[config.mk]
export PLATFORM = sky130hd
export DESIGN_NAME = dmrs_seq_ctrl_flat
export DESIGN_NICKNAME = d
export VERILOG_FILES = /design/src/rtl/dmrs_seq_ctrl_if.sv /design/src/rtl/dmrs_seq_ctrl.sv /design/src/flat_wrapper.sv
export SDC_FILE = /design/constraint.sdc
export NUM_CORES = 1
export LEC_CHECK = 0
export BUFFER_PORTS_ARGS = -buffer_cell sky130_fd_sc_hd__buf_4
export CAP_MARGIN = 10
export CORE_ASPECT_RATIO = 1.25
export CORE_MARGIN = 5
export CORE_UTILIZATION = 50
export CTS_CLUSTER_DIAMETER = 200
export CTS_CLUSTER_SIZE = 24
export DETAILED_ROUTE_END_ITERATION = 10
export PLACE_DENSITY = 0.73
export SYNTH_ARGS = -nofsm -noshare
export SYNTH_HDL_FRONTEND = slang
export SYNTH_SLANG_ARGS = --single-unit
[constraint.sdc]
create_clock -name clk -period 6.5 [get_ports clk]
set_input_delay 0.65 -clock clk [delete_from_list [all_inputs] [get_ports clk]]
set_output_delay 0.65 -clock clk [all_outputs]
set_load 0.01 [all_outputs]
[src/rtl/dmrs_seq_ctrl_if.sv]
// Sample stream from the DMRS phase sequencer toward the DMRS mapper.
// The master drives the registered sample fields; the slave returns out_ready.
interface dmrs_seq_ctrl_if #(
    parameter int SYM_W = 2
);
    logic             out_valid;
    logic             out_ready;
    logic [1:0]       out_phi;
    logic [3:0]       out_shift;
    logic [3:0]       out_k;
    logic [SYM_W-1:0] out_sym;
    logic             out_last;

    modport master (
        output out_valid, out_phi, out_shift, out_k, out_sym, out_last,
        input  out_ready
    );

    modport slave (
        input  out_valid, out_phi, out_shift, out_k, out_sym, out_last,
        output out_ready
    );
endinterface

[src/rtl/dmrs_seq_ctrl.sv]
// Walks the length-12 low-PAPR phase table once per DMRS symbol and streams each
// phase code with its cyclic-shift phase (cs*n mod 12) to the DMRS mapper.
module dmrs_seq_ctrl #(
    parameter int N_SC  = 12,
    parameter int SYM_W = 2
) (
    input  logic             clk,
    input  logic             rst,
    input  logic             start,
    input  logic             abort,
    input  logic [4:0]       cfg_u,
    input  logic [3:0]       cfg_cs,
    input  logic [SYM_W-1:0] cfg_nsym,
    output logic [4:0]       tbl_u,
    output logic [9:0]       tbl_cnt,
    input  logic [1:0]       tbl_phi,
    dmrs_seq_ctrl_if.master  out_if,
    output logic             busy,
    output logic             done,
    output logic             cfg_err
);

    typedef enum logic [1:0] {
        ST_IDLE,
        ST_RUN,
        ST_DRAIN
    } state_e;

    localparam logic [3:0] K_LAST = 4'(N_SC - 1);
    localparam logic [4:0] SC_MOD = 5'(N_SC);
    localparam logic [4:0] U_MAX  = 5'd29;
    localparam logic [3:0] CS_MAX = 4'd11;

    state_e           state_q, state_d;
    logic [4:0]       u_q, u_d;
    logic [3:0]       cs_q, cs_d;
    logic [SYM_W-1:0] nsym_q, nsym_d;
    logic [3:0]       n_q, n_d;
    logic [SYM_W-1:0] sym_q, sym_d;
    logic [3:0]       acc_q, acc_d;

    logic             out_valid_q, out_valid_d;
    logic [1:0]       out_phi_q, out_phi_d;
    logic [3:0]       out_shift_q, out_shift_d;
    logic [3:0]       out_k_q, out_k_d;
    logic [SYM_W-1:0] out_sym_q, out_sym_d;
    logic             out_last_q, out_last_d;
    logic             done_q, done_d;
    logic             cfg_err_q, cfg_err_d;

    logic             out_free;
    logic             cfg_ok;
    logic             last_elem;
    logic [4:0]       acc_sum;

    assign out_free  = !out_valid_q || out_if.out_ready;
    assign cfg_ok    = (cfg_u <= U_MAX) && (cfg_cs <= CS_MAX);
    assign last_elem = (n_q == K_LAST) && (sym_q == nsym_q);
    assign acc_sum   = {1'b0, acc_q} + {1'b0, cs_q};

    always_comb begin
        // NOTE: every *_d gets a default before the case so no path leaves a
        // variable unassigned, which would otherwise infer a latch.
        state_d     = state_q;
        u_d         = u_q;
        cs_d        = cs_q;
        nsym_d      = nsym_q;
        n_d         = n_q;
        sym_d       = sym_q;
        acc_d       = acc_q;
        out_valid_d = out_valid_q;
        out_phi_d   = out_phi_q;
        out_shift_d = out_shift_q;
        out_k_d     = out_k_q;
        out_sym_d   = out_sym_q;
        out_last_d  = out_last_q;
        done_d      = 1'b0;
        cfg_err_d   = 1'b0;

        unique case (state_q)
            ST_IDLE: begin
                if (start && !abort) begin
                    if (cfg_ok) begin
                        u_d     = cfg_u;
                        cs_d    = cfg_cs;
                        nsym_d  = cfg_nsym;
                        n_d     = '0;
                        sym_d   = '0;
                        acc_d   = '0;
                        state_d = ST_RUN;
                    end else begin
                        cfg_err_d = 1'b1;
                    end
                end
            end

            ST_RUN: begin
                // Output register and pointers move together, so a stall freezes both.
                if (out_free) begin
                    out_phi_d   = tbl_phi;
                    out_shift_d = acc_q;
                    out_k_d     = n_q;
                    out_sym_d   = sym_q;
                    out_last_d  = last_elem;
                    out_valid_d = 1'b1;
                    if (n_q == K_LAST) begin
                        n_d   = '0;
                        sym_d = sym_q + 1'b1;
                        acc_d = '0;
                    end else begin
                        n_d   = n_q + 4'd1;
                        acc_d = (acc_sum >= SC_MOD) ? 4'(acc_sum - SC_MOD) : acc_sum[3:0];
                    end
                    if (last_elem) begin
                        state_d = ST_DRAIN;
                    end
                end
            end

            ST_DRAIN: begin
                if (out_valid_q && out_if.out_ready) begin
                    out_valid_d = 1'b0;
                    done_d      = 1'b1;
                    state_d     = ST_IDLE;
                end
            end

            default: state_d = ST_IDLE;
        endcase

        // Abort outranks start and a pending handshake.
        if (abort) begin
            state_d     = ST_IDLE;
            out_valid_d = 1'b0;
            done_d      = 1'b0;
            cfg_err_d   = 1'b0;
        end
    end

    // NOTE: state registers use non-blocking assignments so every flop samples
    // the pre-edge values regardless of statement order.
    always_ff @(posedge clk) begin
        if (rst) begin
            state_q     <= ST_IDLE;
            u_q         <= '0;
            cs_q        <= '0;
            nsym_q      <= '0;
            n_q         <= '0;
            sym_q       <= '0;
            acc_q       <= '0;
            out_valid_q <= 1'b0;
            out_phi_q   <= '0;
            out_shift_q <= '0;
            out_k_q     <= '0;
            out_sym_q   <= '0;
            out_last_q  <= 1'b0;
            done_q      <= 1'b0;
            cfg_err_q   <= 1'b0;
        end else begin
            state_q     <= state_d;
            u_q         <= u_d;
            cs_q        <= cs_d;
            nsym_q      <= nsym_d;
            n_q         <= n_d;
            sym_q       <= sym_d;
            acc_q       <= acc_d;
            out_valid_q <= out_valid_d;
            out_phi_q   <= out_phi_d;
            out_shift_q <= out_shift_d;
            out_k_q     <= out_k_d;
            out_sym_q   <= out_sym_d;
            out_last_q  <= out_last_d;
            done_q      <= done_d;
            cfg_err_q   <= cfg_err_d;
        end
    end

    assign tbl_u            = u_q;
    assign tbl_cnt          = {6'b0, n_q};
    assign busy             = (state_q != ST_IDLE);
    assign done             = done_q;
    assign cfg_err          = cfg_err_q;
    assign out_if.out_valid = out_valid_q;
    assign out_if.out_phi   = out_phi_q;
    assign out_if.out_shift = out_shift_q;
    assign out_if.out_k     = out_k_q;
    assign out_if.out_sym   = out_sym_q;
    assign out_if.out_last  = out_last_q;

endmodule

[src/flat_wrapper.sv]
// flat-port wrapper written by rule: the top's interface ports become plain ports
module dmrs_seq_ctrl_flat 
#(
    parameter int N_SC  = 12,
    parameter int SYM_W = 2
)
  (clk, rst, start, abort, cfg_u, cfg_cs, cfg_nsym, tbl_u, tbl_cnt, tbl_phi, busy, done, cfg_err, out_if_out_valid, out_if_out_phi, out_if_out_shift, out_if_out_k, out_if_out_sym, out_if_out_last, out_if_out_ready);
  dmrs_seq_ctrl_if #(.SYM_W(SYM_W)) out_if_i ();
  input  logic clk;
  input  logic rst;
  input  logic start;
  input  logic abort;
  input  logic [4:0] cfg_u;
  input  logic [3:0] cfg_cs;
  input  logic [SYM_W-1:0] cfg_nsym;
  output logic [4:0] tbl_u;
  output logic [9:0] tbl_cnt;
  input  logic [1:0] tbl_phi;
  output logic busy;
  output logic done;
  output logic cfg_err;
  output wire logic [$bits(out_if_i.out_valid)-1:0] out_if_out_valid;
  output wire logic [$bits(out_if_i.out_phi)-1:0] out_if_out_phi;
  output wire logic [$bits(out_if_i.out_shift)-1:0] out_if_out_shift;
  output wire logic [$bits(out_if_i.out_k)-1:0] out_if_out_k;
  output wire logic [$bits(out_if_i.out_sym)-1:0] out_if_out_sym;
  output wire logic [$bits(out_if_i.out_last)-1:0] out_if_out_last;
  input wire logic [$bits(out_if_i.out_ready)-1:0] out_if_out_ready;
  assign out_if_out_valid = out_if_i.out_valid;
  assign out_if_out_phi = out_if_i.out_phi;
  assign out_if_out_shift = out_if_i.out_shift;
  assign out_if_out_k = out_if_i.out_k;
  assign out_if_out_sym = out_if_i.out_sym;
  assign out_if_out_last = out_if_i.out_last;
  assign out_if_i.out_ready = out_if_out_ready;
  dmrs_seq_ctrl #(.N_SC(N_SC), .SYM_W(SYM_W)) u_core (.clk(clk), .rst(rst), .start(start), .abort(abort), .cfg_u(cfg_u), .cfg_cs(cfg_cs), .cfg_nsym(cfg_nsym), .tbl_u(tbl_u), .tbl_cnt(tbl_cnt), .tbl_phi(tbl_phi), .out_if(out_if_i), .busy(busy), .done(done), .cfg_err(cfg_err));
endmodule
==> results of run 1 <==
-- report_power, final --
| group | switching (µW) | total [µW] | internal, µW |
|---|---|---|---|
| sequential | 2.55 | 245 | 243 |
| combinational | 25.9 | 46.5 | 20.5 |
| clock | 78.8 | 162 | 83.2 |
| total | 107 | 454 | 346 |
-- worst reg2reg max path: stages, from the launching register on --
cell	delay [ps]
dfxtp_1	360
ha_1	170
inv_1	60
fa_1	550
xnor2_1	190
ha_1	200
a31o_2	270
a311o_1	320
o221a_2	130
o41ai_2	180
-- state kept, by name, summed over array words and instances (netlist names) --
register,cells
u_core.done,1
u_core.nsym_q,2
u_core.cfg_err,1
u_core.tbl_u,5
u_core.sym_q,2
u_core.acc_q,4
u_core.out_if.out_phi,2
u_core.out_if.out_k,4
u_core.out_if.out_valid,1
u_core.state_q,2
u_core.n_q,4
u_core.out_if.out_last,1
u_core.cs_q,4
u_core.out_if.out_sym,2
u_core.out_if.out_shift,4
-- cell families after synthesis --
kind of cell / after synthesis
other: 1
multiplexers: 14
AND/OR/NAND/NOR: 92
flip-flops: 39
buffers and inverters: 25
AO/OA/AOI/OAI: 42
XOR/XNOR: 4
adder cells (fa/ha/maj): 10
-- metal layers --
| layer | wire length [µm] | up-vias | GRT usage |
|---|---|---|---|
| met4 | 87 | 0 | 0.0726 |
| met5 | 0 | - | 0 |
| met2 | 2060 | 32 | 0.295 |
| li1 | - | 843 | - |
| met3 | 176 | 8 | 0.0396 |
| met1 | 1770 | 754 | 0.204 |
-- area by class of cell --
cell class | count | area (µm²) | share of cell area
multi-input combinational | 168 | 1040 | 0.450
sequential | 39 | 781 | 0.339
timing repair buffer | 43 | 323 | 0.140
clock buffer | 6 | 82.6 | 0.0359
tap | 40 | 50.0 | 0.0217
inverter | 7 | 26.3 | 0.0114
clock inverter | 1 | 5.00 | 0.00217
-- worst min-delay path by stage --
stage / start / endpoint / slack [ps] / depth (start not counted)
2_1_floorplan: u_core.acc_q[2] / u_core.out_if.out_shift[2] / 450 / 2
3_3_place_gp: u_core.out_if.out_k[2] / u_core.out_if.out_k[2] / 440 / 2
3_5_place_dp: u_core.out_if.out_phi[1] / u_core.out_if.out_phi[1] / 450 / 2
4_1_cts: u_core.out_if.out_phi[1] / u_core.out_if.out_phi[1] / 460 / 2
5_1_grt: u_core.out_if.out_shift[1] / u_core.out_if.out_shift[1] / 470 / 2
6_report: u_core.out_if.out_phi[1] / u_core.out_if.out_phi[1] / 450 / 2
-- per-stage QoR --
step / worst slack (ps) / util / cell area [µm²] / instances / hold slack (ps)
floorplan: 4100 / - / 1940 / 232 / 449
global placement: 4080 / 0.590 / 2220 / 297 / 442
detailed placement: 4000 / 0.590 / 2220 / 297 / 447
CTS: 3970 / 0.614 / 2300 / 304 / 457
global route: 3840 / 0.614 / 2300 / 304 / 472
finish: 3970 / 0.614 / 2300 / 304 / 454
-- cells in the final DEF (no fill, tap or decap), types with 3 or more instances in the layout --
cell type,n
mux2i_1,14
inv_1,7
nor3_1,4
nand3_1,5
clkbuf_8,6
or3_1,4
a21oi_1,25
xnor2_1,3
conb_1,6
dfxtp_1,39
ha_1,9
and2_1,3
buf_4,43
nand2b_1,3
nor2_1,15
nor2b_1,5
nand2_1,40
o21ai_0,4
==> results.cfg, run 1 <==
[outcome]
status = completed

[floorplanning]
chipHeight_um = 79.2
initial_core_util = 0.511
rows = 25
top_level_ports = 50
die_w_um = 65.4
floorplan.core_area_um2 = 3750
dieArea_um2 = 5180

[sta]
timing.max_slew.rel_slack = 0.522
rsz0062_at_grt = false
achievable-frequency_mhz = 396
clock-skew-final_ps = 4.36
setup_tns_ps = 0
finalSetupViolations = 0
final_max_slew_viol_count = 0
minimum_period_implied_by_the_final_worst_setup_slack_ps = 2530
report.final.hold_viol_count = 0
fin_crit_sh = 0.388
worstMarginPinSlew_ps = 716

[setup_path]
data_required_time_of_the_worst_path_ps = 6700
worst-path-buf-inv = 1
cp-endpoint = u_core.acc_q[2]
critPathLaunchType = register
worstSetupEndpointType = register
path_depth = 9
path_common_cell = ha_1
setup.worst_path.class = reg -> reg
critPathTopFamily = adder cells
origin_of_the_critical_flop_to_flop_path = u_core.acc_q[0]
reg2regPathDepth = 9
r2r-end = u_core.acc_q[2]
critical_path_cell_by_cell = ha_1, inv_1, fa_1, xnor2_1, ha_1, a31o_2, a311o_1, o221a_2, o41ai_2
worst_ep_arrival_time_ps = 2720
worst-path-max-fanout = 8
cp-startpoint = u_core.acc_q[0]
cp_slowest_stage_delay_ps = 550
cp_slowest_cell = fa_1
r2r_setup_slack_ps = 3970

[grt]
grt_pass1_vias = 1551
grtUsageTotal = 0.172
pin_count_of_the_biggest_net_entering_global_routing = 41
antenna_found_initial = 0
total_global_routing_overflow = 0
grt_first_pass_wirelength_um = 7030

[synth]
postSynthCellCount = 227
synth_enable_flop_cells = 0
mux_share_of_post_synthesis_cell_area = 0.0731
synth_top_family_by_area = simple AND/OR/NAND/NOR gates
synth_async_sr_flop_share = 0
average_size_of_a_mapped_cell_um2 = 8.44
synth-xor-area-share = 0.0183
synthDominantCellAreaShare = 0.407
post_syn_area_um2 = 1920
postSynthRegisterBits = 39
ys.flop_type = dfxtp_1
yosys-top-cells-count = nand2_1, dfxtp_1, a21oi_1, nor2_1, mux2i_1
synth.yosys.seq_area_share = 0.407
ys.warnings.count = 0
leading_cell_type_by_number_of_instances_after_synthesis = nand2_1
post-synth-top-area-cell = dfxtp_1
area_fraction_in_compound_gates_after_synthesis = 0.138
yosys.area_share.adder = 0.0692
netlist_top_cells_area = dfxtp_1, nand2_1, mux2i_1, a21oi_1, ha_1
synth_simple_gate_area_frac = 0.230
netlist-cell-type-count = 40

[route]
remaining_drc_errors = 0
vias_per_cell = 5.38
post_drt_antenna_nets = 0
routed-via-count = 1637
drt_first_iter_violations = 100
detailedRoute.firstPassIterationCount = 4
postRouteWirelength_um = 4090
post_drt_wl_per_cell_um = 13.5

[job]
maxCapViolCount = 0

[placed_design]
gpl.final_weighted_congestion = 0.891
post-dp-hpwl_um = 2920
portBuffers = 43

[clock_network]
insertion_delay_ps = 290
cts_tree = built
clk_transition_reported_paths_ps = 70
post_cts_hold_buffer_count = 0
h-tree-depth = 2
cts_max_path_buffers = 2
clockRootBuffer = clkbuf_8
post_cts_resized = 0
cts_inserted_buffers = 5
cts_num_sinks = 39
postCtsSetupRepairBufs = 0

[min_path]
min-delay-path-class = reg -> reg

[cells_and_area]
final_nets = 292
antennaDiodeCount = 0
syn2layout_area_growth_pct = 20.2
share_of_post_route_cells_with_drive_strength_above_1 = 0.201
layout.filler_cells = 354

[pwr]
ir_drop_v = 0.000141
power_density_nw_per_um2 = 197
power.total_uw = 454
p_leak_uw = 0.00102
(Power assumes the default switching activity.)
==> inputs of run 2 (changes only) <==
- clock period: 6.5 -> 2.48 ns (I/O delays scaled with it)
==> run 2 against run 1 <==
Sequential share of layout area decreased by 0.93 points. Flip-flop and latch count is the same. Clock power grew to 3.2 times the previous value. Combinational power rose to 2.7 times the previous value. Via count increased by 1.6%. Die area unchanged. Worst hold slack got worse by 290 ps. Clock-buffer cell count shrank 1. Register-to-register slack worse by 3800 ps. Utilization rose by 1.8 points. Critical path type unchanged. Highest routed layer unchanged.
==> results.cfg, run 2 (same netlist as run 1, synthesis figures left out) <==
[cells_and_area]
layout.filler_cells = 363
final_nets = 297
syn2layout_area_growth_pct = 23.8
regArea_um2 = 782
final_cell_mix = buf_4, nand2_1, dfxtp_1, a21oi_1, nor2_1
layout_commonest_cell = buf_4
share_of_post_route_cells_with_drive_strength_above_1 = 0.230
antennaDiodeCount = 0
largest_reg_flops = 5
multi_input_area_um2 = 1040

[clock_network]
clk_transition_reported_paths_ps = 80
cts_max_path_buffers = 2
clockRootBuffer = clkbuf_8
insertion_delay_ps = 290
h-tree-depth = 2
postCtsSetupRepairBufs = 0
cts_num_sinks = 39
cts_tree = built
cts_inserted_buffers = 5

[route]
detailedRoute.firstPassIterationCount = 4
post_drt_antenna_nets = 0
routed-via-count = 1664
vias_per_cell = 5.37
post_drt_wl_per_cell_um = 13.0
drt_first_iter_violations = 98
remaining_drc_errors = 0
postRouteWirelength_um = 4020

[sta]
setup_tns_ps = 0
clock-skew-final_ps = 2.82
report.final.hold_viol_count = 0
fin_crit_sh = 0.928
final_max_slew_viol_count = 0
minimum_period_implied_by_the_final_worst_setup_slack_ps = 2300
achievable-frequency_mhz = 435
rsz0062_at_grt = false
finalSetupViolations = 0
whs_ps = 165

[setup_path]
cp_slowest_cell = dfxtp_1
setup.worst_path.class = reg -> reg
critPathLaunchType = register
critical_path_cell_by_cell = ha_1, a21o_1, a21oi_1, xnor2_1, ha_1, a31o_2, a311o_1, o221a_2, o41ai_2
worst_ep_arrival_time_ps = 2500
data_required_time_of_the_worst_path_ps = 2680
path_common_cell = ha_1
worstSetupEndpointType = register
cp_slowest_stage_delay_ps = 340
worst-path-max-fanout = 5

[job]
maxCapViolCount = 0

[placed_design]
portBuffers = 43
gpl.final_weighted_congestion = 0.922
post-dp-hpwl_um = 3010

[grt]
pin_count_of_the_biggest_net_entering_global_routing = 41
grtUsageTotal = 0.164
grt.met1_usage = 0.185
grt_pass1_vias = 1534
grt_first_pass_wirelength_um = 6670
grt.busiest_layer = met2
total_global_routing_overflow = 0
met2_usage = 0.291
antenna_found_initial = 0
use_met3 = 0.0396

[floorplanning]
rows = 25
dieArea_um2 = 5180
chipHeight_um = 79.2
top_level_ports = 50
die_w_um = 65.4
floorplan.core_area_um2 = 3750
initial_core_util = 0.511

[pwr]
ir_drop_v = 0.000380
power.total_uw = 1290
p_leak_uw = 0.00105
power_density_nw_per_um2 = 543

[min_path]
min-delay-path-class = in -> reg

[outcome]
status = completed
-- run 2: area by class of cell --
| type | instances | area share |
|---|---|---|
| sequential | 39 | 0.330 |
| inverter | 7 | 0.0111 |
| tap | 40 | 0.0211 |
| clock inverter | 3 | 0.0185 |
| multi-input combinational | 168 | 0.439 |
| clock buffer | 5 | 0.0290 |
| timing repair buffer | 48 | 0.152 |
-- run 2: critical path: cells and delay by family, from the launching register on --
kind                     cells  cell delay, ps
adder cells (fa/ha/maj)      2             470
XOR/XNOR                     1              80
AO/OA/AOI/OAI                6            1310
flip-flops                   1             340
-- run 2: final timing paths --
check | start | to | slack (ps) | depth (start not counted)
worst min-delay path | abort | u_core.state_q[0] | 160 | 2
worst max-delay path | u_core.acc_q[1] | u_core.acc_q[2] | 180 | 9
worst min register to register | u_core.out_if.out_phi[0] | u_core.out_if.out_phi[0] | 460 | 2
worst max register to register | u_core.acc_q[1] | u_core.acc_q[2] | 180 | 9
-- run 2: power breakdown --
part / switching, µW / total [µW] / internal (µW)
sequential: 6.36 / 642 / 636
clock: 223 / 522 / 299
combinational: 67.7 / 125 / 57.2
total: 297 / 1290 / 993
-- run 2: layer usage --
layer,vias up,wire length (µm)
li1,853,-
met1,774,1760
met2,31,2050
met3,6,134
met4,0,69
met5,-,0
-- run 2: timing repair --
action | CTS | global route
hold buffers | 0 | 0
resized for setup | 0 | 3
setup endpoints to repair | 0 | 1
-- run 2: through the flow --
stage	setup slack, ps	utilization	area (µm²)	std cells
finish	179	0.632	2370	310
global route	65.3	0.632	2370	310
CTS	66.2	0.630	2370	310
detailed placement	96.6	0.600	2250	302
global placement	167	0.600	2250	302
floorplan	77.4	-	1940	232
